`src/rtl/bram_das_beamformer_if.sv`:
```
// Purpose: bundles the run-control, BRAM read and output-stream signals of
//          the delay-and-sum beamformer into one interface.
// Ports (signals):
//   start, abort      run request / run cancel
//   delays_in         per-channel delays, channel c at [c*DELAY_W +: DELAY_W]
//   rd_en, rd_addr    per-channel BRAM read enable / address
//   rd_data           per-channel BRAM q, valid one cycle after rd_en
//   out_value         signed sum of all channels
//   out_index         output sample index of out_value
//   out_valid         out_value/out_index valid this cycle
//   busy, done        run in progress / one-cycle completion pulse
// Modports: master = beamformer side, slave = controller/BRAM side.
interface bram_das_beamformer_if #(
  parameter int NUM_CH   = 4,
  parameter int SAMPLE_W = 16,
  parameter int ADDR_W   = 11,
  parameter int DELAY_W  = 8
);
  localparam int OUT_W = SAMPLE_W + $clog2(NUM_CH);

  logic                         start;
  logic                         abort;
  logic [NUM_CH*DELAY_W-1:0]    delays_in;
  logic [NUM_CH-1:0]            rd_en;
  logic [NUM_CH*ADDR_W-1:0]     rd_addr;
  logic [NUM_CH*SAMPLE_W-1:0]   rd_data;
  logic signed [OUT_W-1:0]      out_value;
  logic [ADDR_W-1:0]            out_index;
  logic                         out_valid;
  logic                         busy;
  logic                         done;

  modport master (
    input  start, abort, delays_in, rd_data,
    output rd_en, rd_addr, out_value, out_index, out_valid, busy, done
  );

  modport slave (
    output start, abort, delays_in, rd_data,
    input  rd_en, rd_addr, out_value, out_index, out_valid, busy, done
  );
endinterface

```
`src/rtl/bram_das_beamformer.sv`:
```
// Purpose: multi-channel delay-and-sum beamformer. Each run walks output
//          index i = 0..NUM_SAMPLES-1, reads channel c at address i - delay_c
//          (or contributes zero while i < delay_c), and emits the signed
//          full-precision sum two cycles after the addresses are issued.
// Ports:
//   clk    rising-edge clock
//   rst_n  asynchronous active-low reset
//   bus    bram_das_beamformer_if.master (control, BRAM reads, output stream)
module bram_das_beamformer #(
  parameter int NUM_CH      = 4,
  parameter int SAMPLE_W    = 16,
  parameter int ADDR_W      = 11,
  parameter int NUM_SAMPLES = 2048,
  parameter int DELAY_W     = 8
) (
  input  logic                   clk,
  input  logic                   rst_n,
  bram_das_beamformer_if.master  bus
);
  localparam int OUT_W = SAMPLE_W + $clog2(NUM_CH);
  localparam int CMP_W = (ADDR_W > DELAY_W) ? ADDR_W : DELAY_W;
  localparam logic [ADDR_W-1:0] LAST_IDX = ADDR_W'(NUM_SAMPLES - 1);

  typedef enum logic [1:0] {IDLE, RUN, DRAIN} state_t;

  state_t                      state;
  logic [ADDR_W-1:0]           idx;
  logic                        drain_cnt;
  logic [DELAY_W-1:0]          delay_q [NUM_CH];
  logic [NUM_CH-1:0]           s1_en;
  logic                        s1_valid;
  logic [ADDR_W-1:0]           s1_idx;

  logic [ADDR_W-1:0]           next_i;
  logic [DELAY_W-1:0]          cur_delay [NUM_CH];
  logic [NUM_CH-1:0]           next_en;
  logic [NUM_CH*ADDR_W-1:0]    next_addr;
  logic signed [OUT_W-1:0]     sum;

  // Addresses for the index about to be issued. On the start edge the delays
  // come straight from delays_in, since they are being latched that same edge.
  always_comb begin
    next_i    = (state == IDLE) ? '0 : ADDR_W'(idx + 1'b1);
    next_en   = '0;
    next_addr = '0;
    for (int c = 0; c < NUM_CH; c++) begin
      cur_delay[c] = (state == IDLE) ? bus.delays_in[c*DELAY_W +: DELAY_W] : delay_q[c];
      if (CMP_W'(next_i) >= CMP_W'(cur_delay[c])) begin
        next_en[c]                   = 1'b1;
        next_addr[c*ADDR_W +: ADDR_W] = ADDR_W'(CMP_W'(next_i) - CMP_W'(cur_delay[c]));
      end
    end
  end

  // rd_data is the BRAM q for the addresses issued last cycle; channels that
  // were not read are masked to zero so stale q values never leak in.
  always_comb begin
    sum = '0;
    for (int c = 0; c < NUM_CH; c++) begin
      if (s1_en[c]) begin
        sum = sum + OUT_W'($signed(bus.rd_data[c*SAMPLE_W +: SAMPLE_W]));
      end
    end
  end

  always_ff @(posedge clk or negedge rst_n) begin
    if (!rst_n) begin
      state         <= IDLE;
      idx           <= '0;
      drain_cnt     <= 1'b0;
      s1_en         <= '0;
      s1_valid      <= 1'b0;
      s1_idx        <= '0;
      bus.rd_en     <= '0;
      bus.rd_addr   <= '0;
      bus.out_value <= '0;
      bus.out_index <= '0;
      bus.out_valid <= 1'b0;
      bus.busy      <= 1'b0;
      bus.done      <= 1'b0;
      for (int c = 0; c < NUM_CH; c++) delay_q[c] <= '0;
    end else begin
      bus.done      <= 1'b0;
      s1_en         <= bus.rd_en;
      s1_valid      <= (state == RUN);
      s1_idx        <= idx;
      bus.out_valid <= s1_valid;
      if (s1_valid) begin
        bus.out_value <= sum;
        bus.out_index <= s1_idx;
      end

      case (state)
        IDLE: begin
          if (bus.start && !bus.abort) begin
            state       <= RUN;
            bus.busy    <= 1'b1;
            idx         <= '0;
            bus.rd_en   <= next_en;
            bus.rd_addr <= next_addr;
            for (int c = 0; c < NUM_CH; c++) begin
              delay_q[c] <= bus.delays_in[c*DELAY_W +: DELAY_W];
            end
          end
        end
        RUN, DRAIN: begin
          if (bus.abort) begin
            // Flush everything in flight; the run ends silently without done.
            state         <= IDLE;
            idx           <= '0;
            bus.busy      <= 1'b0;
            bus.rd_en     <= '0;
            bus.rd_addr   <= '0;
            s1_en         <= '0;
            s1_valid      <= 1'b0;
            bus.out_valid <= 1'b0;
          end else if (state == RUN) begin
            if (idx == LAST_IDX) begin
              state       <= DRAIN;
              drain_cnt   <= 1'b0;
              bus.rd_en   <= '0;
              bus.rd_addr <= '0;
            end else begin
              idx         <= next_i;
              bus.rd_en   <= next_en;
              bus.rd_addr <= next_addr;
            end
          end else begin
            // Two drain cycles let the last index clear both pipeline stages.
            if (drain_cnt) begin
              state    <= IDLE;
              bus.busy <= 1'b0;
              bus.done <= 1'b1;
            end else begin
              drain_cnt <= 1'b1;
            end
          end
        end
        default: state <= IDLE;
      endcase
    end
  end
endmodule

```
`src/flat_wrapper.sv`:
```
// flat-port wrapper written by rule: the top's interface ports become plain ports
module bram_das_beamformer_flat 
#(
  parameter int NUM_CH      = 4,
  parameter int SAMPLE_W    = 16,
  parameter int ADDR_W      = 11,
  parameter int NUM_SAMPLES = 2048,
  parameter int DELAY_W     = 8
)
  (clk, rst_n, bus_start, bus_abort, bus_delays_in, bus_rd_data, bus_rd_en, bus_rd_addr, bus_out_value, bus_out_index, bus_out_valid, bus_busy, bus_done);
  bram_das_beamformer_if #(.NUM_CH(NUM_CH), .SAMPLE_W(SAMPLE_W), .ADDR_W(ADDR_W), .DELAY_W(DELAY_W)) bus_i ();
  input  logic clk;
  input  logic rst_n;
  input wire logic [$bits(bus_i.start)-1:0] bus_start;
  input wire logic [$bits(bus_i.abort)-1:0] bus_abort;
  input wire logic [$bits(bus_i.delays_in)-1:0] bus_delays_in;
  input wire logic [$bits(bus_i.rd_data)-1:0] bus_rd_data;
  output wire logic [$bits(bus_i.rd_en)-1:0] bus_rd_en;
  output wire logic [$bits(bus_i.rd_addr)-1:0] bus_rd_addr;
  output wire logic [$bits(bus_i.out_value)-1:0] bus_out_value;
  output wire logic [$bits(bus_i.out_index)-1:0] bus_out_index;
  output wire logic [$bits(bus_i.out_valid)-1:0] bus_out_valid;
  output wire logic [$bits(bus_i.busy)-1:0] bus_busy;
  output wire logic [$bits(bus_i.done)-1:0] bus_done;
  assign bus_i.start = bus_start;
  assign bus_i.abort = bus_abort;
  assign bus_i.delays_in = bus_delays_in;
  assign bus_i.rd_data = bus_rd_data;
  assign bus_rd_en = bus_i.rd_en;
  assign bus_rd_addr = bus_i.rd_addr;
  assign bus_out_value = bus_i.out_value;
  assign bus_out_index = bus_i.out_index;
  assign bus_out_valid = bus_i.out_valid;
  assign bus_busy = bus_i.busy;
  assign bus_done = bus_i.done;
  bram_das_beamformer #(.NUM_CH(NUM_CH), .SAMPLE_W(SAMPLE_W), .ADDR_W(ADDR_W), .NUM_SAMPLES(NUM_SAMPLES), .DELAY_W(DELAY_W)) u_core (.clk(clk), .rst_n(rst_n), .bus(bus_i));
endmodule
```
`config.mk`:
```
export PLATFORM = sky130hd
export DESIGN_NAME = bram_das_beamformer_flat
export DESIGN_NICKNAME = d
export VERILOG_FILES = /design/src/rtl/bram_das_beamformer_if.sv /design/src/rtl/bram_das_beamformer.sv /design/src/flat_wrapper.sv
export SDC_FILE = /design/constraint.sdc
export NUM_CORES = 1
export LEC_CHECK = 0
export ABC_AREA = 0
export BUFFER_PORTS_ARGS = -buffer_cell sky130_fd_sc_hd__buf_2
export CAP_MARGIN = 20
export CORE_MARGIN = 2
export CORE_UTILIZATION = 55
export DETAILED_ROUTE_END_ITERATION = 16
export HOLD_SLACK_MARGIN = 0.1
export PLACE_DENSITY = 0.89
export SLEW_MARGIN = 20
export SYNTH_ARGS = -nofsm -noshare
export SYNTH_HDL_FRONTEND = slang
export SYNTH_SLANG_ARGS = --single-unit
```
`constraint.sdc`:
```
create_clock -name clk -period 8.3 [get_ports clk]
set_input_delay 1.66 -clock clk [delete_from_list [all_inputs] [get_ports clk]]
set_output_delay 1.66 -clock clk [all_outputs]
set_load 0.005 [all_outputs]
```
### Word level (Yosys, flattened, before mapping)

Cells that the tools add are included.

* output and inout bits: 80
* word-level logic and storage cells: 107
* memories kept: 0
* memory bits (read-only): 0
* memory bits (writable): 0
* bits in registers: 142
* input port bits: 100
* latch bits: 0

* equality and inequality tests: 11
* shifts and indexed selects: 0
* add/sub/neg operators: 8
* div/mod/pow operators: 0
* muxes and demuxes: 55
* multiply operators: 0
* $lt $le $gt $ge: 4
* reductions and logical operators: 11
* bitwise operators: 1

Operators by type and width (count)
* $mux 44: 4
* $mux 11: 9
* $pmux 44 s2: 1
* $mux 18: 4
* $add 18x16->18: 3
* $ge 11x8->1: 4
* $sub 11x8->11: 4
* $mux 8: 4
* $mux 4: 6
* $pmux 11 s2: 1
* $mux 1: 18
* $add 11x1->11 const B: 1
* $eq 11x11->1 const B: 1
* $mux 2: 5
* $reduce_and 3->1: 3
* $pmux 4 s2: 1
* $reduce_and 4->1: 2
* $ne 3x2->1 const B: 2
* $ne 3x3->1 const B: 2
* $ne 2x2->1 const B: 2
* $ne 4x2->1 const B: 1
* $ne 4x4->1 const B: 1
* $pmux 2 s2: 1
* $eq 2x1->1 const B: 1
* other kinds (9): 9

### Longest topological paths before layout

Gate-level depths: netlist of the first run.

* depth in word-level cells: 8
* depth in mapped cells: 32
* mapped depth without buffers: 30

### Worst setup path before layout of the first run

No wires, ideal clock.

* path type: in2reg
* start point: input port bus_rd_data[0]
* end point: register u_core.bus.out_value[17]
* library setup time: 0.082 ns
* data required time: 8.218 ns
* data arrival time: 6.849 ns
* stages on the path: 27
* path slack: 1.369 ns
* cells stage by stage: and2_1 > ha_1 > fa_1 > maj3_1 > a32oi_1 > o21ai_1 > a221oi_1 > xnor2_1 > nand2_1 > o21ai_0 > ha_1 > a2111oi_0 > a22o_1 > a31oi_1 > a31oi_1 > o21ai_1 > xor2_1 > nor2_1 > a31oi_1 > ha_1 > nand3_1 > a21oi_1 > nor3_1 > nand3b_1 > xnor2_1 > nand3_1 > a31oi_1

* cells in the longest elaborated chain, start to end: 7

RTL lines
* start, declared: RTL line flat_wrapper.sv:17 `input wire logic [$bits(bus_i.rd_data)-1:0] bus_rd_data;`
* $mux 18 (*): RTL line bram_das_beamformer.sv:60 `if (s1_en[c]) begin`
* $add 18x16->18: RTL line bram_das_beamformer.sv:61 `sum = sum + OUT_W'($signed(bus.rd_data[c*SAMPLE_W +: SAMPLE_W]));`
* $mux 18 (*): RTL line bram_das_beamformer.sv:60
* $add 18x16->18: RTL line bram_das_beamformer.sv:61
* $mux 18 (*): RTL line bram_das_beamformer.sv:60
* $add 18x16->18: RTL line bram_das_beamformer.sv:61
* $mux 18 (*): RTL line bram_das_beamformer.sv:60
* end signal, assigned: RTL line bram_das_beamformer.sv:89 `bus.out_value <= sum;`
* end, declared: RTL line bram_das_beamformer_if.sv:35 `output rd_en, rd_addr, out_value, out_index, out_valid, busy, done`

Every way passes the cells marked *; elsewhere a longest branch is shown, timed or not.
A chain may end at the register's enable or synchronous reset.

### Final worst setup path of the first run

Ends and elaborated chain as after synthesis.

==> run metrics, run 1 <==
outcome=finished clean; setup TNS=0 ns; PortBufs=179; global placement routability congestion=0.9047; # DRC=0; Final Slew Violations=0; final hold vios=0; Hold Buf Count CTS=0; largest net degree at the start of global routing=between 70 and 80; worst skew pair latency=approximately 0.42 ns; fin crit period=between 7 and 8 ns; synthesized flop and latch total=between 100 and 150; Clock Skews=approximately 0.0073 ns; Die Y-Extent=138.7 µm; register area share after synthesis=between 30% and 40%; die footprint=19240 µm²; routed len/inst=around 17 µm; DR vias=between 8k and 9k; RSZ-0062 raised after global routing=false; CTS tree=done; Worst Tran Pin Value=about 1.1 ns; Die X=138.7 µm; startpoint class of the critical path=primary input; Peak VDD IR=approximately 210 µV; relative slew slack=about 28%; clk sinks=between 100 and 150; post_cts resized=0; Worst Hold Depth=0; Crit Path Category=in2reg; leakage power=around 6.0 nW; post-CTS setup buffers=0; # setup viols final=0; Worst Hold Class=reg2reg; Inserted Clock Buffers=17; Clock Pin Slew Worst Setup and Hold Paths=~0.060 ns; vias in the first global route=about 8.5k; antenna-violating nets left=0; reg2reg start=u_core.s1_en[0]$_DFF_PN0_; core box area=about 18000 µm²; # IOs=180; Post-Syn Instances=~1.1k; synthesized area per cell=approximately 9.3 µm²; post-synthesis cell area=9980 µm²; router iterations before antenna repair=7; gr ovfl total=0; drt first-iter violations=593; PwrDens=274.6 nW/µm²; share of layout cells above drive strength 1=roughly 23%; first-pass GRT wire length=41.77 mm; synth unique cells=62; FF-to-FF path depth=27; Synthesized Nets=1262; crit path from=bus_rd_data[0]; crit path DAT=7.80 ns; r2r setup slk=1.38 ns; CTS Root Buffer Type=clkbuf_16; Total GRT Usage=a little over a quarter; Worst setup EP type=flop; vias per inst=around 6.0; worst hold endpoint=u_core.s1_idx[10]$_DFF_PN0_; number of flops mapped to enable cells by yosys=0; number of synthesis warnings=0; period utilization=about nine tenths; row count=49; CP Data Required Time=8.64 ns; min-delay src=u_core.idx[10]$_DFFE_PN0P_; wirelength, routed=~26 mm; main flop type after synthesis=dfrtp_1; FF-to-FF End=u_core.bus.out_value[17]$_DFFE_PN0P_; layout net count=1429; H-tree depth=4; Max clock buf depth=2; total of max-cap violations=0; Max Clock Freq=about 130 MHz; Area Growth Syn to Fin=16.83%; final total power=~0.0032 W; Starting Density=between 50% and 60%; ys async rst share=between 90% and 100%; initial antenna violation count=2; dpl hpwl=18.85 mm; Worst Path Max Fanout=6
-- flip-flops by register name, summed over array words and instances (netlist names) --
signal	count
u_core.bus.rd_en	4
u_core.bus.rd_addr	44
u_core.bus.out_index	11
u_core.delay_q	32
u_core.bus.busy	1
u_core.bus.out_valid	1
u_core.drain_cnt	1
u_core.s1_valid	1
u_core.bus.out_value	18
u_core.s1_en	4
u_core.s1_idx	11
u_core.idx	11
u_core.bus.done	1
u_core.state	2
-- worst max-delay path: stages --
cell	delay, ns
buf_2	0.09
and2_1	0.17
ha_1	0.22
fa_1	0.44
maj3_1	0.39
a32oi_1	0.34
o21ai_1	0.15
a221oi_1	0.49
xnor2_1	0.18
nand2_1	0.09
o21ai_0	0.11
ha_1	0.31
a2111oi_0	0.53
a22o_1	0.21
a31oi_1	0.06
a31oi_1	0.38
o21ai_1	0.15
xor2_1	0.16
nor2_1	0.09
a31oi_1	0.08
ha_1	0.41
nand3_1	0.09
a21oi_1	0.24
nor3_1	0.09
nand3b_1	0.17
xnor2_1	0.21
nand3_1	0.10
a31oi_1	0.21
-- layout by cell type, fill, tap and decap left out, drive strengths merged, types with 7 or more instances in the layout --
cell	n
nor2	80
a21oi	63
nor2b	17
a22o	41
dfrtp	142
mux2i	37
clkbuf	21
nand2	101
nand4	12
a221o	7
buf	186
and2	9
a31oi	9
a21boi	9
o21ai	77
xnor2	40
nand3	22
nor3	13
a21o	19
and3	7
mux2	58
a211oi	15
ha	84
fa	7
xor2	36
inv	66
-- worst max path at each step --
stage	to	slack, ns	cells after the start
floorplan	u_core.bus.out_value[17]$_DFFE_PN0P_	1.37	27
global placement	u_core.bus.out_value[17]$_DFFE_PN0P_	0.83	28
detailed placement	u_core.bus.out_value[17]$_DFFE_PN0P_	0.53	28
CTS	u_core.bus.out_value[17]$_DFFE_PN0P_	0.97	28
global route	u_core.bus.out_value[17]$_DFFE_PN0P_	0.27	28
finish	u_core.bus.out_value[17]$_DFFE_PN0P_	0.84	28
-- report_power, final --
group          total [W]  internal, W  switching [W]
logic            0.00151     0.000628       0.000879
clock network   0.000743     0.000455       0.000287
registers       0.000953     0.000853       0.000100
total            0.00320      0.00194        0.00127
-- cells in the mapped netlist (12+ instances only) --
cell type | instances | area share, %
a211oi_1 | 15 | 1.1
a21o_1 | 19 | 1.4
a21oi_1 | 62 | 3.1
a22o_1 | 41 | 3.6
clkbuf_1 | 31 | 1.2
dfrtp_1 | 142 | 36
ha_1 | 84 | 11
inv_1 | 63 | 2.4
mux2_2 | 58 | 6.5
mux2i_1 | 37 | 3.7
nand2_1 | 100 | 3.8
nand3_1 | 22 | 1.1
nand4_1 | 12 | 0.75
nor2_1 | 80 | 3.0
nor2b_1 | 17 | 1.1
nor3_1 | 13 | 0.65
o21ai_0 | 52 | 2.6
o21ai_1 | 25 | 1.3
xnor2_1 | 40 | 3.5
xor2_1 | 36 | 3.2
-- metal layers --
layer / up-vias / track usage, % / routed length, µm
met5: - / 0 / 0
met4: 0 / 9.516 / 722
met3: 58 / 6.077 / 2125
met2: 417 / 45.52 / 12230
met1: 4162 / 33.77 / 10610
li1: 4184 / - / -
-- cell type report --
class                   count  area [µm²]
fillers                  1394        6243
multi-input cells         826        6041
clock inverters            10       113.9
flip-flops and latches    142        3553
clock buffers              21       460.4
inverters                  65       244.0
diodes                      2       5.005
well taps                 229       286.5
repair buffers            186       954.7
-- kinds of logic after synthesis --
kind of cell / after synthesis / synth area share, %
muxes: 95 / 10.26
AOI/OAI and AO/OA: 282 / 18.72
and+or+nand+nor: 280 / 12.71
DFF: 142 / 35.61
adders and majority gates: 93 / 12.15
xor gates and xnor gates: 76 / 6.670
buffers and inverters: 103 / 3.887
-- stage by stage --
stage	std cells	worst slack [ns]	hold slack (ns)	instance area, µm²	util [%]
after floorplan	1071	1.369	0.3519	9980	-
after global placement	1448	0.8280	0.4228	11080	61.89
after detailed placement	1448	0.5336	0.4214	11080	61.89
after CTS	1479	0.9672	0.4328	11650	65.10
after global routing	1479	0.2709	0.4588	11650	65.10
final	1481	0.8375	0.4408	11660	65.12
Power figures use the tool's default switching activity.
==> run 2, diff against run 1 <==
RECOVER_POWER = 100   (was unset)
==> run metrics, run 2 (same netlist as run 1, synthesis figures left out) <==
post-CTS setup buffers=0 (unchanged); CTS Root Buffer Type=clkbuf_16; wirelength, routed=25.70 mm (about the same); clock power share=23.1% (about the same); Die Y-Extent=138.7 µm (unchanged); initial antenna violation count=1 (-1); post_cts resized=0 (unchanged); most frequent cells in the layout=142 x dfrtp_1, 141 x buf_2, 100 x nand2_1; Crit Path Category=in2reg; Largest regs=u_core.bus.rd_addr x44, u_core.delay_q x32, u_core.bus.out_value x18; Max Clock Freq=132.4 MHz (-1.2%); Worst setup EP type=flop; DR vias=8795 (-0.29%); DP Area=11080 µm² (unchanged); Die X=138.7 µm (unchanged); routed len/inst=17.36 µm (+0.12%); commonest non-fill, non-tap cell in the layout=dfrtp_1; relative slew slack=-151.2% (-180 points); outcome=finished with violations; RSZ-0062 raised after global routing=false; share of layout cells above drive strength 1=19.28% (-3.7 points); Area Growth Syn to Fin=16.09%; router iterations before antenna repair=5 (-2); Total GRT Usage=26.77% (unchanged); PnR worst setup slack=0.7460 ns (-0.09147 ns); # DRC=0 (unchanged); clk sinks=142 (unchanged); # IOs=180 (unchanged); Int Power=0.001937 W (about the same); r2r setup slk=1.29 ns (-0.09 ns); switching pwr=0.001262 W (-0.33%); period utilization=91.01% (+1.1 points); utilization after layout=64.71% (-0.41 points); PortBufs=179 (unchanged); Worst Tran Pin Value=3.767 ns (+2.690 ns); setup TNS=0 ns (unchanged); leakage power=5.853 nW (-2.9%); first-pass GRT wire length=41.77 mm (unchanged); reg2reg start=u_core.s1_en[0]$_DFF_PN0_; post-route cell area=11580 µm² (-0.63%); vias in the first global route=8472 (unchanged); H-tree depth=4 (unchanged); dpl hpwl=18.85 mm (unchanged); FF-to-FF End=u_core.bus.out_value[17]$_DFFE_PN0P_; Biggest register=u_core.bus.rd_addr; Final Slew Violations=268 (+268); worst skew pair latency=0.42 ns (about the same); switching share of power=39.45% (-0.10 points); Max clock buf depth=2 (unchanged); Setup WS pre-CTS=0.5336 ns (unchanged); final hold vios=0 (unchanged); Clock Skews=0.006979 ns (-0.0003637 ns); FF-to-FF path depth=27 (unchanged); Gate power share=47.0% (about the same); PwrDens=276.1 nW/µm² (+0.56%); crit path DAT=7.76 ns (-0.04 ns); crit path from=bus_rd_data[0]; Starting Density=55.75% (unchanged); Worst Setup EP=u_core.bus.out_value[17]$_DFFE_PN0P_; layout net count=1429 (unchanged); fin crit period=7.554 ns (+0.09147 ns); Peak VDD IR=197.9 µV (-5.2%); max reg flops=44 (unchanged); failing checks=capacitance limit, slew limit; Worst Hold Class=reg2reg; Worst Path Max Fanout=6 (unchanged); core box area=17900 µm² (unchanged); Inserted Clock Buffers=17 (unchanged); global placement routability congestion=0.9047 (unchanged); CTS tree=done; vias per inst=5.943 (-0.23%); antenna-violating nets left=0 (unchanged); gr ovfl total=0 (unchanged); drt first-iter violations=589 (-0.67%); Seq pwr share=29.8% (about the same); total of max-cap violations=5 (+5); min-delay src=u_core.idx[10]$_DFFE_PN0P_; Clock Pin Slew Worst Setup and Hold Paths=0.06 ns (about the same); largest net degree at the start of global routing=73 (unchanged); die footprint=19240 µm² (unchanged); CP Data Required Time=8.50 ns (-0.14 ns); startpoint class of the critical path=primary input; # setup viols final=0 (unchanged); row count=49 (unchanged); Hold Buf Count CTS=0 (unchanged); Fin Hold WS=0.4416 ns (+0.0007370 ns)
-- run 2: cell count changes in the layout (fill, tap and decap cells not counted), sizes merged --
cell / previous run / this run
clkbuf: 21 / 63
buf: 186 / 144
diode: 2 / 1
-- run 2: per-stage QoR --
stage | cells | power, W
after detailed placement | 1448 | 0.002428
final | 1480 | 0.003199
after floorplan | 1071 | 0.002036
after global routing | 1479 | 0.003417
after CTS | 1479 | 0.003191
after global placement | 1448 | 0.002360
-- run 2: worst min-delay path by stage --
| stage | end | slack, ns | cells after the start |
|---|---|---|---|
| floorplan | u_core.s1_idx[2]$_DFF_PN0_ | 0.35 | 0 |
| CTS | u_core.s1_idx[9]$_DFF_PN0_ | 0.43 | 0 |
| global placement | u_core.s1_idx[9]$_DFF_PN0_ | 0.42 | 0 |
| finish | u_core.s1_idx[10]$_DFF_PN0_ | 0.44 | 0 |
| detailed placement | u_core.s1_idx[10]$_DFF_PN0_ | 0.42 | 0 |
| global route | u_core.s1_idx[10]$_DFF_PN0_ | 0.46 | 0 |
-- run 2: cell type report --
cell class              count  area (µm²)
diodes                      1       2.502
clock buffers              21       460.4
clock inverters            10       113.9
fillers                  1423        6317
inverters                  65       244.0
multi-input cells         826        6037
flip-flops and latches    142        3553
well taps                 229       286.5
repair buffers            186       887.1
-- run 2: per-layer routing --
layer | track usage (%) | share of wire [%] | vias up
li1 | - | - | 4183
met1 | 33.77 | 42 | 4153
met2 | 45.52 | 48 | 403
met3 | 6.077 | 7.7 | 56
met4 | 9.516 | 2.8 | 0
met5 | 0 | 0 | -
-- run 2: worst max-delay path, stage by stage --
cell and delay (ns):
buf_2 0.09, and2_0 0.17, ha_1 0.22, fa_1 0.44
maj3_1 0.39, a32oi_1 0.33, o21ai_0 0.20, a221oi_1 0.50
xnor2_1 0.18, nand2_1 0.09, o21ai_0 0.10, ha_1 0.30
a2111oi_0 0.53, a22o_1 0.21, a31oi_1 0.06, a31oi_1 0.39
o21ai_1 0.15, xor2_1 0.16, nor2_1 0.09, a31oi_1 0.08
ha_1 0.41, nand3_1 0.09, a21oi_1 0.24, nor3_1 0.09
nand3b_1 0.17, xnor2_1 0.21, a21o_1 0.11, a31oi_1 0.08
-- run 2: power groups by stage --
stage          Sequential [W]  Combinational (W)  Clock (W)
6_report             0.000954            0.00150   0.000740
5_1_grt              0.000973            0.00166   0.000783
4_1_cts              0.000951            0.00149   0.000752
3_5_place_dp         0.000962            0.00147          0
3_3_place_gp         0.000953            0.00141          0
2_1_floorplan        0.000937            0.00110          0
==> run 3, diff against run 2 <==
CORE_MARGIN = 1.5   (was 2)
CORE_UTILIZATION = 45   (was 55)
PLACE_DENSITY = 0.77   (was 0.89)
==> run metrics, run 3 (same netlist as run 1, synthesis figures left out) <==
wirelength, routed=26.29 mm (+2.3%); final hold vios=0 (unchanged); RSZ-0062 raised after global routing=false; global placement routability congestion=0.9118 (+0.78%); Biggest register=u_core.bus.rd_addr; Worst Hold Class=reg2reg; Clock Skews=0.01595 ns (+0.008969 ns); layout net count=1431 (+0.14%); post-route cell area=11660 µm² (+0.64%); die footprint=23080 µm² (+20%); antenna-violating nets left=0 (unchanged); met3 wire length=1.750 mm (-12%); Area Growth Syn to Fin=16.83%; gr ovfl total=0 (unchanged); Max Used Layer=met5; total of max-cap violations=5 (unchanged); commonest non-fill, non-tap cell in the layout=dfrtp_1; CP Data Required Time=8.52 ns (+0.02 ns); vias in the first global route=8438 (-0.40%); Max clock buf depth=2 (unchanged); startpoint class of the critical path=primary input; non-filler cells, final=1533 (+3.6%); Largest regs=u_core.bus.rd_addr x44, u_core.delay_q x32, u_core.bus.out_value x18; Final Slew Violations=268 (unchanged); failing checks=capacitance limit, slew limit; Crit Path Category=in2reg; setup TNS=0 ns (unchanged); Worst Path Max Fanout=6 (unchanged); crit path DAT=7.74 ns (-0.02 ns); DR vias=8610 (-2.1%); Inserted Clock Buffers=17 (unchanged); initial antenna violation count=3 (+2); Hold Buf Count CTS=0 (unchanged); Clock Pin Slew Worst Setup and Hold Paths=0.06 ns (about the same); worst skew pair latency=0.44 ns (+0.02 ns); share of layout cells above drive strength 1=18.77% (-0.51 points); vias per inst=5.616 (-5.5%); # IOs=180 (unchanged); met2 WL post-DR=12.57 mm (+2.1%); drt first-iter violations=541 (-8.1%); fin crit period=7.516 ns (-0.03775 ns); Worst Tran Pin Value=3.557 ns (-0.2108 ns); M1 wire length=11.29 mm (+5.8%); PortBufs=179 (unchanged); Max Clock Freq=133.0 MHz (+0.50%); post-CTS setup buffers=0 (unchanged); first-pass GRT wire length=42.79 mm (+2.4%); most frequent cells in the layout=142 x dfrtp_1, 133 x buf_2, 100 x nand2_1; leakage power=5.836 nW (-0.28%); # DRC=0 (unchanged); core box area=21820 µm² (+22%); row count=54 (+10%); Filler cells=1959 (+38%); Peak VDD IR=160.2 µV (-19%); DP Area=11160 µm² (+0.71%); dpl hpwl=19.60 mm (+4.0%); Die X=151.9 µm (+9.5%); post_cts resized=0 (unchanged); H-tree depth=4 (unchanged); routed len/inst=17.15 µm (-1.2%); Die Y-Extent=151.9 µm (+9.5%); CTS tree=done; router iterations before antenna repair=6 (+1); clk sinks=142 (unchanged); largest net degree at the start of global routing=77 (+5.5%); relative slew slack=-137.1% (+14 points); placed cell count=1501 (+3.7%); period utilization=90.56% (-0.45 points); # setup viols final=0 (unchanged); PwrDens=273.5 nW/µm² (-0.96%); max reg flops=44 (unchanged); Starting Density=45.73% (-10 points); outcome=finished with violations; CTS Root Buffer Type=clkbuf_16; Worst setup EP type=flop; Total GRT Usage=22.98% (-3.8 points)
[run 3: metrics by stage]
step | power [W] | setup slack [ns] | hold WS (ns) | utilization [%]
2_1_floorplan | 0.002036 | 1.369 | 0.3519 | -
3_3_place_gp | 0.002382 | 0.8548 | 0.4249 | 51.13
3_5_place_dp | 0.002426 | 0.5262 | 0.4427 | 51.13
4_1_cts | 0.003198 | 0.9753 | 0.4565 | 53.78
5_1_grt | 0.003415 | 0.2523 | 0.4667 | 53.41
6_report | 0.003188 | 0.7838 | 0.4452 | 53.42
[run 3: path summary, 6_finish.rpt]
check,startpoint,end,slack (ns),cells past startpoint
worst max-delay path,bus_rd_data[0],u_core.bus.out_value[17]$_DFFE_PN0P_,0.78,28
worst min register to register,u_core.idx[7]$_DFFE_PN0P_,u_core.s1_idx[7]$_DFF_PN0_,0.45,0
min in group asynchronous,rst_n,u_core.bus.rd_addr[15]$_DFFE_PN0P_,2.41,1
max in group asynchronous,rst_n,u_core.s1_en[3]$_DFF_PN0_,2.56,2
worst max register to register,u_core.state[0]$_DFFE_PN0P_,u_core.bus.rd_addr[28]$_DFFE_PN0P_,1.34,15
worst min-delay path,u_core.idx[7]$_DFFE_PN0P_,u_core.s1_idx[7]$_DFF_PN0_,0.45,0
[run 3: cell type report]
class	instances	area, µm²	area share [%]
Multi-Input combinational cell	826	6037	51.78
Sequential cell	142	3553	30.48
Timing Repair Buffer	188	892.1	7.652
Clock buffer	20	446.7	3.831
Tap cell	280	350.3	3.005
Inverter	65	244.0	2.093
Clock inverter	11	132.6	1.138
Antenna cell	1	2.502	0.02146
[run 3: per-layer routing]
layer / GRT usage [%] / vias up
li1: - / 4174
met1: 29.10 / 4106
met2: 38.55 / 284
met5: 0 / -
met4: 8.276 / 2
met3: 5.106 / 44
[run 3: where the power goes]
| part | switching [W] | internal (W) | total, W | leakage [nW] |
|---|---|---|---|---|
| Sequential | 0.0000935 | 0.000852 | 0.000946 | 1.88 |
| Combinational | 0.000859 | 0.000628 | 0.00149 | 3.68 |
| Clock | 0.000303 | 0.000452 | 0.000755 | 0.277 |
| Total | 0.00126 | 0.00193 | 0.00319 | 5.84 |
[run 3: critical path: stages]
cell and delay (ns):
buf_2 0.09, and2_0 0.16, ha_1 0.22, fa_1 0.45, maj3_1 0.37, a32oi_1 0.31, o21ai_0 0.18, a221oi_1 0.50
xnor2_1 0.18, nand2_1 0.08, o21ai_0 0.10, ha_1 0.30, a2111oi_0 0.57, a22o_1 0.22, a31oi_1 0.07, a31oi_1 0.33
o21ai_0 0.16, xor2_1 0.16, nor2_1 0.11, a31oi_1 0.08, ha_1 0.40, nand3_1 0.10, a21oi_1 0.23, nor3_1 0.09
nand3b_1 0.17, xnor2_1 0.22, a21o_1 0.12, a31oi_1 0.08
